**config.mk**
```make
export PLATFORM = sky130hd
export DESIGN_NAME = ddr_pmon_freqdet_mc
export DESIGN_NICKNAME = d
export VERILOG_FILES = /design/src/rtl/ddr_pmon_freqdet_mc.sv
export SDC_FILE = /design/constraint.sdc
export NUM_CORES = 1
export LEC_CHECK = 0
export CAP_MARGIN = 0
export CORE_MARGIN = 4
export CORE_UTILIZATION = 60
export CTS_CLUSTER_SIZE = 16
export DETAILED_ROUTE_END_ITERATION = 8
export MAX_ROUTING_LAYER = met4
export PLACE_DENSITY = 0.82
export REMOVE_ABC_BUFFERS = 1
export SETUP_SLACK_MARGIN = 0.02
export SLEW_MARGIN = 10
export SYNTH_ARGS = -nofsm -noshare
export SYNTH_HDL_FRONTEND = slang
export SYNTH_HIERARCHICAL = 1
export SYNTH_SLANG_ARGS = --single-unit
```
**constraint.sdc**
```tcl
create_clock -name i_clk -period 9.75 [get_ports i_clk]
set_input_delay 1.4625 -clock i_clk [delete_from_list [all_inputs] [get_ports i_clk]]
set_output_delay 1.4625 -clock i_clk [all_outputs]
set_load 0.01 [all_outputs]
```
**src/rtl/ddr_pmon_freqdet_mc.sv**
```systemverilog
// Multi-channel frequency monitor: counts synchronised toggle edges per channel over a
// programmable i_clk window and qualifies each count against target +/- range for lock.

module ddr_demet_r (
    input  logic i_clk,
    input  logic i_rst,
    input  logic i_d,
    output logic o_q
);
    logic r_ff1, r_ff2;

    always_ff @(posedge i_clk or posedge i_rst) begin
        if (i_rst) begin
            r_ff1 <= 1'b0;
            r_ff2 <= 1'b0;
        end else begin
            r_ff1 <= i_d;
            r_ff2 <= r_ff1;
        end
    end

    assign o_q = r_ff2;
endmodule

module ddr_pmon_freqdet_ch #(
    parameter int CNT_W = 24,
    parameter int RNG_W = 10,
    parameter int LCK_W = 4
) (
    input  logic             i_clk,
    input  logic             i_rst,
    input  logic             i_tog,
    input  logic             i_start,
    input  logic             i_abort,
    input  logic             i_cnt_en,
    input  logic             i_win_end,
    input  logic [CNT_W-1:0] i_cmp,
    input  logic [RNG_W-1:0] i_range,
    input  logic [LCK_W-1:0] i_lock_thr,
    output logic [CNT_W-1:0] o_count,
    output logic             o_pass,
    output logic             o_lock,
    output logic             o_lost
);
    // Bounds are computed one bit wider than either operand so neither end can wrap.
    localparam int EW = ((CNT_W > RNG_W) ? CNT_W : RNG_W) + 1;

    logic             w_sync, r_ff3, w_event, w_pass;
    logic [CNT_W-1:0] r_cnt, w_fin;
    logic [CNT_W:0]   w_sum;
    logic [EW-1:0]    w_cmp_e, w_rng_e, w_cnt_e, w_max, w_lo, w_hi;
    logic [LCK_W-1:0] r_lck, w_thr, w_lck_nxt;

    ddr_demet_r u_demet (.i_clk(i_clk), .i_rst(i_rst), .i_d(i_tog), .o_q(w_sync));

    assign w_event = w_sync ^ r_ff3;
    assign w_sum   = {1'b0, r_cnt} + {{CNT_W{1'b0}}, w_event};
    assign w_fin   = w_sum[CNT_W] ? {CNT_W{1'b1}} : w_sum[CNT_W-1:0];

    assign w_cmp_e = EW'(i_cmp);
    assign w_rng_e = EW'(i_range);
    assign w_cnt_e = EW'(w_fin);
    assign w_max   = EW'({CNT_W{1'b1}});
    assign w_lo    = (w_cmp_e > w_rng_e) ? (w_cmp_e - w_rng_e) : '0;
    assign w_hi    = ((w_cmp_e + w_rng_e) > w_max) ? w_max : (w_cmp_e + w_rng_e);
    assign w_pass  = (w_cnt_e >= w_lo) && (w_cnt_e <= w_hi);

    assign w_thr     = (i_lock_thr == '0) ? LCK_W'(1) : i_lock_thr;
    assign w_lck_nxt = !w_pass ? '0 : ((r_lck >= w_thr) ? w_thr : (r_lck + LCK_W'(1)));

    always_ff @(posedge i_clk or posedge i_rst) begin
        if (i_rst) begin
            r_ff3   <= 1'b0;
            r_cnt   <= '0;
            r_lck   <= '0;
            o_count <= '0;
            o_pass  <= 1'b0;
            o_lock  <= 1'b0;
            o_lost  <= 1'b0;
        end else begin
            r_ff3 <= w_sync;
            if (!i_cnt_en || i_win_end)
                r_cnt <= '0;
            else
                r_cnt <= w_fin;

            if (i_start) begin
                r_lck  <= '0;
                o_lock <= 1'b0;
                o_lost <= 1'b0;
            end else if (i_abort) begin
                o_lock <= 1'b0;
            end else if (i_win_end) begin
                o_count <= w_fin;
                o_pass  <= w_pass;
                r_lck   <= w_lck_nxt;
                o_lock  <= (w_lck_nxt >= w_thr);
                o_lost  <= o_lost | (o_lock & ~w_pass);
            end
        end
    end
endmodule

module ddr_pmon_freqdet_mc #(
    parameter int NUM_CH = 2,
    parameter int WIN_W  = 16,
    parameter int CNT_W  = 24,
    parameter int RNG_W  = 10,
    parameter int LCK_W  = 4,
    parameter int SETTLE = 4
) (
    input  logic                    i_clk,
    input  logic                    i_rst,
    input  logic                    i_en,
    input  logic                    i_mode,
    input  logic [WIN_W-1:0]        i_win,
    input  logic [NUM_CH-1:0]       i_tog,
    input  logic [NUM_CH*CNT_W-1:0] i_cmp,
    input  logic [RNG_W-1:0]        i_range,
    input  logic [LCK_W-1:0]        i_lock_thr,
    output logic [NUM_CH*CNT_W-1:0] o_count,
    output logic [NUM_CH-1:0]       o_pass,
    output logic [NUM_CH-1:0]       o_lock,
    output logic [NUM_CH-1:0]       o_lost,
    output logic                    o_win_pulse,
    output logic                    o_done
);
    typedef enum logic [1:0] {S_IDLE, S_SETTLE, S_COUNT, S_HOLD} state_t;

    localparam int SET_LAST = (SETTLE > 0) ? SETTLE - 1 : 0;
    localparam int SET_W    = (SETTLE > 1) ? $clog2(SETTLE) : 1;

    state_t           r_state;
    logic             r_en_q, r_mode;
    logic [SET_W-1:0] r_set_cnt;
    logic [WIN_W-1:0] r_win_cnt;
    logic             w_start, w_cnt_en, w_win_end;

    // en_q resets high so an i_en already high across reset is not taken as a rise.
    assign w_start   = i_en & ~r_en_q & (r_state == S_IDLE);
    assign w_cnt_en  = i_en & (r_state == S_COUNT);
    assign w_win_end = w_cnt_en & (r_win_cnt == i_win);

    always_ff @(posedge i_clk or posedge i_rst) begin
        if (i_rst) begin
            r_state     <= S_IDLE;
            r_en_q      <= 1'b1;
            r_mode      <= 1'b0;
            r_set_cnt   <= '0;
            r_win_cnt   <= '0;
            o_win_pulse <= 1'b0;
            o_done      <= 1'b0;
        end else begin
            r_en_q      <= i_en;
            o_win_pulse <= 1'b0;
            if (!i_en) begin
                r_state   <= S_IDLE;
                r_set_cnt <= '0;
                r_win_cnt <= '0;
            end else begin
                case (r_state)
                    S_IDLE: if (w_start) begin
                        r_mode    <= i_mode;
                        o_done    <= 1'b0;
                        r_set_cnt <= '0;
                        r_state   <= S_SETTLE;
                    end
                    S_SETTLE: if (r_set_cnt == SET_W'(SET_LAST)) begin
                        r_win_cnt <= '0;
                        r_state   <= S_COUNT;
                    end else begin
                        r_set_cnt <= r_set_cnt + SET_W'(1);
                    end
                    S_COUNT: if (w_win_end) begin
                        r_win_cnt   <= '0;
                        o_win_pulse <= 1'b1;
                        o_done      <= 1'b1;
                        if (!r_mode)
                            r_state <= S_HOLD;
                    end else begin
                        r_win_cnt <= r_win_cnt + WIN_W'(1);
                    end
                    default: r_state <= S_HOLD;
                endcase
            end
        end
    end

    for (genvar k = 0; k < NUM_CH; k++) begin : g_ch
        ddr_pmon_freqdet_ch #(.CNT_W(CNT_W), .RNG_W(RNG_W), .LCK_W(LCK_W)) u_ch (
            .i_clk      (i_clk),
            .i_rst      (i_rst),
            .i_tog      (i_tog[k]),
            .i_start    (w_start),
            .i_abort    (~i_en),
            .i_cnt_en   (w_cnt_en),
            .i_win_end  (w_win_end),
            .i_cmp      (i_cmp[k*CNT_W +: CNT_W]),
            .i_range    (i_range),
            .i_lock_thr (i_lock_thr),
            .o_count    (o_count[k*CNT_W +: CNT_W]),
            .o_pass     (o_pass[k]),
            .o_lock     (o_lock[k]),
            .o_lost     (o_lost[k])
        );
    end
endmodule

```
==> metrics.cfg, run 1 <==
[timing]
worst_pin_slew_ns=1.18
finClkSkew_ns=0.0127
finalHoldViolations=0
fmax_ghz=0.134
holdWs_ns=0.356
timing.final.max_slew_violations=0
timing.final.crit_share_pct=76.8
tns_ns=0
rsz0062_at_grt=false
max-slew-margin-rel_pct=20.6
finalWorstPathRequiredPeriod_ns=7.49
final-setup-viol-count=0

[worst_setup_path]
endpoint_kind=flip-flop
timing.critical_path.buf_inv=2
crit_chain=clkdlybuf4s50_1, inv_1, fa_1, o21bai_1, a21oi_1, o21ai_0, a31oi_1, nand2b_1, nor3_2, nor2_1, ha_1, a21oi_1, a21oi_1, a2111oi_0, a21oi_1, o31ai_1, o211ai_4, a211o_1, ha_1, nand2b_1, a21o_1, a21o_1, a21oi_1, a2111oi_0
worst-setup-path-type=primary input to flip-flop
critical_path_arrival_ns=7.77
critical_path.startpoint_type=primary input
slowest_library_cell_on_the_worst_path=sky130_fd_sc_hd__nor3_2
cell_family_with_the_largest_share_of_critical_path_delay=compound AO/OA/AOI/OAI gates
timing.critical_path.required_ns=10.03
critical_path.reg2reg.startpoint=g_ch[0].u_ch/u_demet/o_q
startpoint=i_range[1]
cp_slowest_stage_delay_ns=1.01
path_common_cell=sky130_fd_sc_hd__a21oi_1
worstPathMaxFanout=21

[routing]
drtIter0Drc=812
total_wirelength_mm=33.2
wl_per_cell_um=16.9
vias_after_detailed_routing=11500
drc_errors=0
first_pass_iters=5
routed_via_density=5.88
drt.antenna.violating_nets=0

[global_route]
grt_util_overall_pct=28.4
grt_first_pass_wirelength_mm=54.4
pin_count_of_the_biggest_net_entering_global_routing=57
antenna_found_initial=1
remaining_overflow_grt=0
grt_pass1_vias=11200

[hold_path]
hold_class=flip-flop to flip-flop
hold_path.startpoint=g_ch[0].u_ch/u_demet/r_ff1

[synthesis]
synth.most_common_cell=sky130_fd_sc_hd__nor2_1
synth.avg_cell_area_um2=8.08
async_reset_ff_share_pct=100
syn_inst=1568
postSynthRegisterBits=140
leading_post_synthesis_cells_by_cell_area=sky130_fd_sc_hd__dfrtp_1 (27%), sky130_fd_sc_hd__ha_1 (16%), sky130_fd_sc_hd__nor2_1 (6.1%)
area_fraction_of_the_dominant_cell_type_after_synthesis_pct=27.5
synth-edff-count=0
yosys.cell_types.count=96
synthesis.yosys.warnings=6
yosys-top-cells-count=sky130_fd_sc_hd__nor2_1 (205), sky130_fd_sc_hd__ha_1 (160), sky130_fd_sc_hd__nand2_1 (154), sky130_fd_sc_hd__dfrtp_1 (139), sky130_fd_sc_hd__inv_1 (122)
post-synth-top-area-cell=sky130_fd_sc_hd__dfrtp_1
post_synth_instance_area_um2=12700
synth-seq-area-share_pct=27.7
postSynth.topFlopCell=sky130_fd_sc_hd__dfrtp_1

[power]
p_leak_nw=7.33
switching_power_share_of_the_total_pct=29.9
clock_share_of_power_pct=42.5
internal_power_mw=1.12
p_seq_share_pct=36.8
power.net_switching_mw=0.478
irDropWorstVdd_mv=0.152
p_per_area_nw_per_um2=108
pwr-share-comb_pct=20.7

[placement]
hpwl_mm=25.9
gp_congestion=1.02
numPortBuffers=139

[clock_network]
post_cts.repair.setup_buffers=0
cts.sinks=140
post_cts.resized_instances=0
tritoncts=done
cts_buffer_depth=2
worstSkewPairLatency_ns=0.42
cts.hold.buffers_added=0
clkSlewWorstSetupHoldPaths_ns=0.06
htree_levels=4
cts_made_buffers=17
ctsRootBufferMaster=sky130_fd_sc_hd__clkbuf_16

[floorplanning]
num_io_pins=140
num_rows=52
floorplan.die_area_um2=23500
die_width_um=153
dieHeight_um=153
start_util_pct=61.8
design.core.area_um2=20500

[layout]
layout-drive-gt1-share_pct=5.75
finalCoreUtilization_pct=72.2
nNetsFinal=1923
areaGrowthSynthToFinish_pct=16.8

[job]
maxCapViolations=0

[run_status]
status=finished clean

[power by group through the flow]
stage                     Clock (mW)  Sequential [mW]  Combinational (mW)
after floorplan                    0            0.598               0.212
after global placement             0            0.599               0.316
after detailed placement           0            0.599               0.325
after CTS                      0.687            0.588               0.327
after global routing           0.718            0.588               0.366
final                          0.678            0.588               0.330
[logic make-up (layout without fill, tap and decap cells)]
family,count (synthesis),count (layout),synth area share [%]
and+or+nand+nor,641,641,25.0
AOI/OAI and AO/OA,302,302,15.2
buffers and inverters,180,300,5.83
adders and majority gates,164,164,16.4
DFF,140,140,27.7
xor gates and xnor gates,131,131,9.06
muxes,10,10,0.830
other,0,1,0
[placed cells by master (no fill, tap or decap), types with 5 or more instances in the layout]
cell type	synthesis	final
sky130_fd_sc_hd__o21ai_0	95	95
sky130_fd_sc_hd__inv_1	122	120
sky130_fd_sc_hd__nor2b_1	18	18
sky130_fd_sc_hd__dfrtp_1	139	139
sky130_fd_sc_hd__nand3_1	56	56
sky130_fd_sc_hd__and3_1	18	18
sky130_fd_sc_hd__nand3b_1	7	7
sky130_fd_sc_hd__clkdlybuf4s50_1	0	139
sky130_fd_sc_hd__o21bai_1	8	8
sky130_fd_sc_hd__a21o_1	26	26
sky130_fd_sc_hd__o21a_1	13	13
sky130_fd_sc_hd__clkbuf_16	0	17
sky130_fd_sc_hd__nor4_1	14	14
sky130_fd_sc_hd__nor3b_1	5	5
sky130_fd_sc_hd__nor3_1	26	26
sky130_fd_sc_hd__o211ai_1	6	6
sky130_fd_sc_hd__a31oi_1	5	5
sky130_fd_sc_hd__nand2b_1	27	27
sky130_fd_sc_hd__nand2_1	154	154
sky130_fd_sc_hd__or3_1	9	9
sky130_fd_sc_hd__and4_1	5	5
sky130_fd_sc_hd__buf_4	5	6
sky130_fd_sc_hd__mux2i_1	6	6
sky130_fd_sc_hd__nand4_1	41	41
sky130_fd_sc_hd__o31ai_1	12	12
sky130_fd_sc_hd__nor2_1	205	205
sky130_fd_sc_hd__a211oi_1	10	10
sky130_fd_sc_hd__a21oi_1	77	77
sky130_fd_sc_hd__ha_1	160	160
sky130_fd_sc_hd__xor2_1	71	71
sky130_fd_sc_hd__xnor2_1	60	60
sky130_fd_sc_hd__and2_1	18	18
[through the flow]
step	instance area, um2	setup slack [ns]	total power, mW	std cells
after floorplan	12400	3.27	0.809	1511
after detailed placement	14200	1.87	0.924	1926
after global placement	14200	2.15	0.915	1926
after CTS	14800	2.29	1.60	1958
after global routing	14800	1.64	1.67	1959
final	14800	2.26	1.60	1959
[cell type report]
type                       instances  area, um2
sequential                       140       3500
tap                              270        338
inverter                         123        462
fill                            1640       5700
clock inverter                    15        198
timing repair buffer             145       1440
antenna                            1       2.50
clock buffer                      17        425
multi-input combinational       1248       8430
[worst paths after layout]
check	end	slack, ns	cells past startpoint
hold reg to reg	g_ch[0].u_ch/u_demet/o_q	0.36	0
setup reg to reg	g_ch[0].u_ch/o_lock	3.70	23
setup / recovery	g_ch[1].u_ch/o_lock	2.26	24
hold / removal	g_ch[0].u_ch/u_demet/o_q	0.36	0
min in group asynchronous	g_ch[0].u_ch/u_demet/o_q	1.45	2
max in group asynchronous	r_win_cnt[6]	7.39	2
[layer usage]
metal | global-route usage [%] | wire length, um | up-vias
li1 | - | - | 5625
met1 | 36.2 | 14500 | 5478
met2 | 47.7 | 16300 | 363
met3 | 3.70 | 1610 | 54
met4 | 7.85 | 751 | 0
met5 | - | 0 | -
[sequential cells by signal, summed over array words and instances (netlist names)]
signal                   count
o_win_pulse                  1
g_ch.u_ch/r_cnt             48
r_mode                       1
g_ch.u_ch/o_pass             2
r_win_cnt                   16
r_state                      2
g_ch.u_ch/r_lck              8
g_ch.u_ch/o_lost             2
r_set_cnt                    2
g_ch.u_ch/u_demet/o_q        2
o_done                       1
g_ch.u_ch/r_ff3              2
g_ch.u_ch/o_count           48
g_ch.u_ch/u_demet/r_ff1      2
r_en_q                       1
g_ch.u_ch/o_lock             2
(Power assumes the default switching activity.)
==> run 2, diff against run 1 <==
- CORE_UTILIZATION: 60 -> 58
- PLACE_DENSITY: 0.82 -> 0.8
- clock period: 9.75 -> 7.8 ns (I/O delays scaled with it)
==> run 2 against run 1 <==
Clock power up 24%. Via count down 2.3%. First-iteration DRC count down 31%. Sequential power up 25%. Die area up 3.3%. Global-route usage down 0.49 points. Largest power group unchanged.
==> metrics.cfg, run 2 (same netlist as run 1, synthesis figures left out) <==
[run_status]
status=finished clean

[placement]
hpwl_mm=25.5
numPortBuffers=139
gp_congestion=0.966

[power]
p_leak_nw=7.34
irDropWorstVdd_mv=0.144
internal_power_mw=1.37
p_total_mw=1.99
switching_power_share_of_the_total_pct=30.9
power.net_switching_mw=0.615
p_per_area_nw_per_um2=134
p_seq_share_pct=37.0
clock_share_of_power_pct=42.5
pwr-share-comb_pct=20.6

[timing]
finClkSkew_ns=0.0166
timing.final.max_slew_violations=0
holdWs_ns=0.349
fmax_ghz=0.147
final-setup-viol-count=0
finalHoldViolations=0
max-slew-margin-rel_pct=31.2
finalWorstPathRequiredPeriod_ns=6.81
worst_pin_slew_ns=1.03
timing.final.crit_share_pct=87.4
rsz0062_at_grt=false
tns_ns=0

[worst_setup_path]
endpoint_kind=flip-flop
worst-setup-path-type=primary input to flip-flop
critical_path_arrival_ns=7.11
timing.critical_path.buf_inv=3
cell_family_with_the_largest_share_of_critical_path_delay=compound AO/OA/AOI/OAI gates
path_common_cell=sky130_fd_sc_hd__a21o_1
worstPathMaxFanout=12
timing.critical_path.required_ns=8.10
cp_slowest_stage_delay_ns=0.69
critical_path.startpoint_type=primary input
slowest_library_cell_on_the_worst_path=sky130_fd_sc_hd__clkdlybuf4s50_1

[clock_network]
cts.hold.buffers_added=0
htree_levels=4
tritoncts=done
worstSkewPairLatency_ns=0.43
ctsRootBufferMaster=sky130_fd_sc_hd__clkbuf_16
cts.sinks=140
cts_made_buffers=17
post_cts.resized_instances=0
clkSlewWorstSetupHoldPaths_ns=0.07
post_cts.repair.setup_buffers=0
cts_buffer_depth=2

[job]
maxCapViolations=0

[routing]
drtIter0Drc=564
vias_after_detailed_routing=11300
wl_per_cell_um=16.4
routed_via_density=5.73
drt.antenna.violating_nets=0
total_wirelength_mm=32.3
first_pass_iters=5
drc_errors=0

[global_route]
grt_util_overall_pct=27.9
remaining_overflow_grt=0
antenna_found_initial=1
pin_count_of_the_biggest_net_entering_global_routing=57
grt_first_pass_wirelength_mm=54.4
grt_pass1_vias=11500

[floorplanning]
die_width_um=156
design.core.area_um2=21200
start_util_pct=59.7
dieHeight_um=156
num_rows=53
num_io_pins=140
floorplan.die_area_um2=24300

[layout]
areaGrowthSynthToFinish_pct=16.9
layout.filler_cells=1814
finalCoreUtilization_pct=69.8
nNetsFinal=1924
final_cell_mix=sky130_fd_sc_hd__nor2_1 (205), sky130_fd_sc_hd__ha_1 (160), sky130_fd_sc_hd__nand2_1 (154), sky130_fd_sc_hd__dfrtp_1 (139), sky130_fd_sc_hd__clkdlybuf4s50_1 (139)
mostFrequentLayoutCell=sky130_fd_sc_hd__nor2_1
biggestRegsByFlops=g_ch.u_ch/o_count x48, g_ch.u_ch/r_cnt x48, r_win_cnt x16
layout-drive-gt1-share_pct=5.80

[hold_path]
hold_class=flip-flop to flip-flop

[run 2: final cells by class]
cell class	instances	area, um2	area share (%)
repair buffers	146	1440	9.75
diodes	1	2.50	0.0169
clock inverters	15	203	1.37
clock buffers	17	425	2.87
flip-flops and latches	140	3500	23.7
well taps	275	344	2.32
inverters	123	462	3.12
multi-input cells	1248	8430	56.9
[run 2: worst register-to-register path: stages, from the launching register on]
cell and delay, ns:
sky130_fd_sc_hd__dfrtp_1 0.40, sky130_fd_sc_hd__xor2_1 0.20, sky130_fd_sc_hd__ha_1 0.23, sky130_fd_sc_hd__ha_1 0.24, sky130_fd_sc_hd__nand3_1 0.12, sky130_fd_sc_hd__nor4_2 0.46
sky130_fd_sc_hd__nand4_1 0.33, sky130_fd_sc_hd__nor3_2 0.83, sky130_fd_sc_hd__nor2_1 0.23, sky130_fd_sc_hd__inv_1 0.25, sky130_fd_sc_hd__ha_1 0.19, sky130_fd_sc_hd__nand4_1 0.14
sky130_fd_sc_hd__nor4_1 0.46, sky130_fd_sc_hd__o21ai_0 0.20, sky130_fd_sc_hd__a31oi_1 0.20, sky130_fd_sc_hd__o22a_1 0.20, sky130_fd_sc_hd__nand3_4 0.16, sky130_fd_sc_hd__nand2b_1 0.21
sky130_fd_sc_hd__ha_1 0.27, sky130_fd_sc_hd__nand2b_1 0.14, sky130_fd_sc_hd__a21o_1 0.18, sky130_fd_sc_hd__a21o_1 0.17, sky130_fd_sc_hd__a21oi_1 0.15, sky130_fd_sc_hd__a21oi_1 0.09
[run 2: path summary, 6_finish.rpt]
path	start	to	slack, ns	cells after the start
setup / recovery	i_range[1]	g_ch[1].u_ch/o_lock	0.99	25
hold / removal	g_ch[1].u_ch/u_demet/r_ff1	g_ch[1].u_ch/u_demet/o_q	0.35	0
setup reg to reg	g_ch[0].u_ch/u_demet/o_q	g_ch[0].u_ch/o_lock	1.64	23
hold reg to reg	g_ch[1].u_ch/u_demet/r_ff1	g_ch[1].u_ch/u_demet/o_q	0.35	0
max in group asynchronous	i_rst	o_win_pulse	5.76	2
min in group asynchronous	i_rst	g_ch[0].u_ch/u_demet/o_q	1.11	2
[run 2: layer usage]
| metal | vias to the layer above | part of all wire (%) | global-route usage (%) |
|---|---|---|---|
| met1 | 5223 | 43 | 33.5 |
| met3 | 95 | 4.0 | 3.44 |
| li1 | 5626 | - | - |
| met4 | 0 | 3.9 | 11.3 |
| met5 | - | 0 | - |
| met2 | 312 | 49 | 47.7 |
[run 2: metrics by stage]
| step | cell area [um2] | cells | setup WS [ns] |
|---|---|---|---|
| after floorplan | 12400 | 1511 | 1.61 |
| after global placement | 14200 | 1932 | 0.695 |
| after detailed placement | 14200 | 1932 | 0.609 |
| after CTS | 14800 | 1964 | 1.01 |
| after global routing | 14800 | 1965 | 0.346 |
| final | 14800 | 1965 | 0.986 |
[run 2: power by group through the flow]
stage | combinational (mW) | sequential [mW] | clock (mW)
finish | 0.409 | 0.734 | 0.844
global route | 0.460 | 0.735 | 0.891
global placement | 0.396 | 0.748 | 0
floorplan | 0.264 | 0.747 | 0
CTS | 0.408 | 0.734 | 0.858
detailed placement | 0.404 | 0.748 | 0
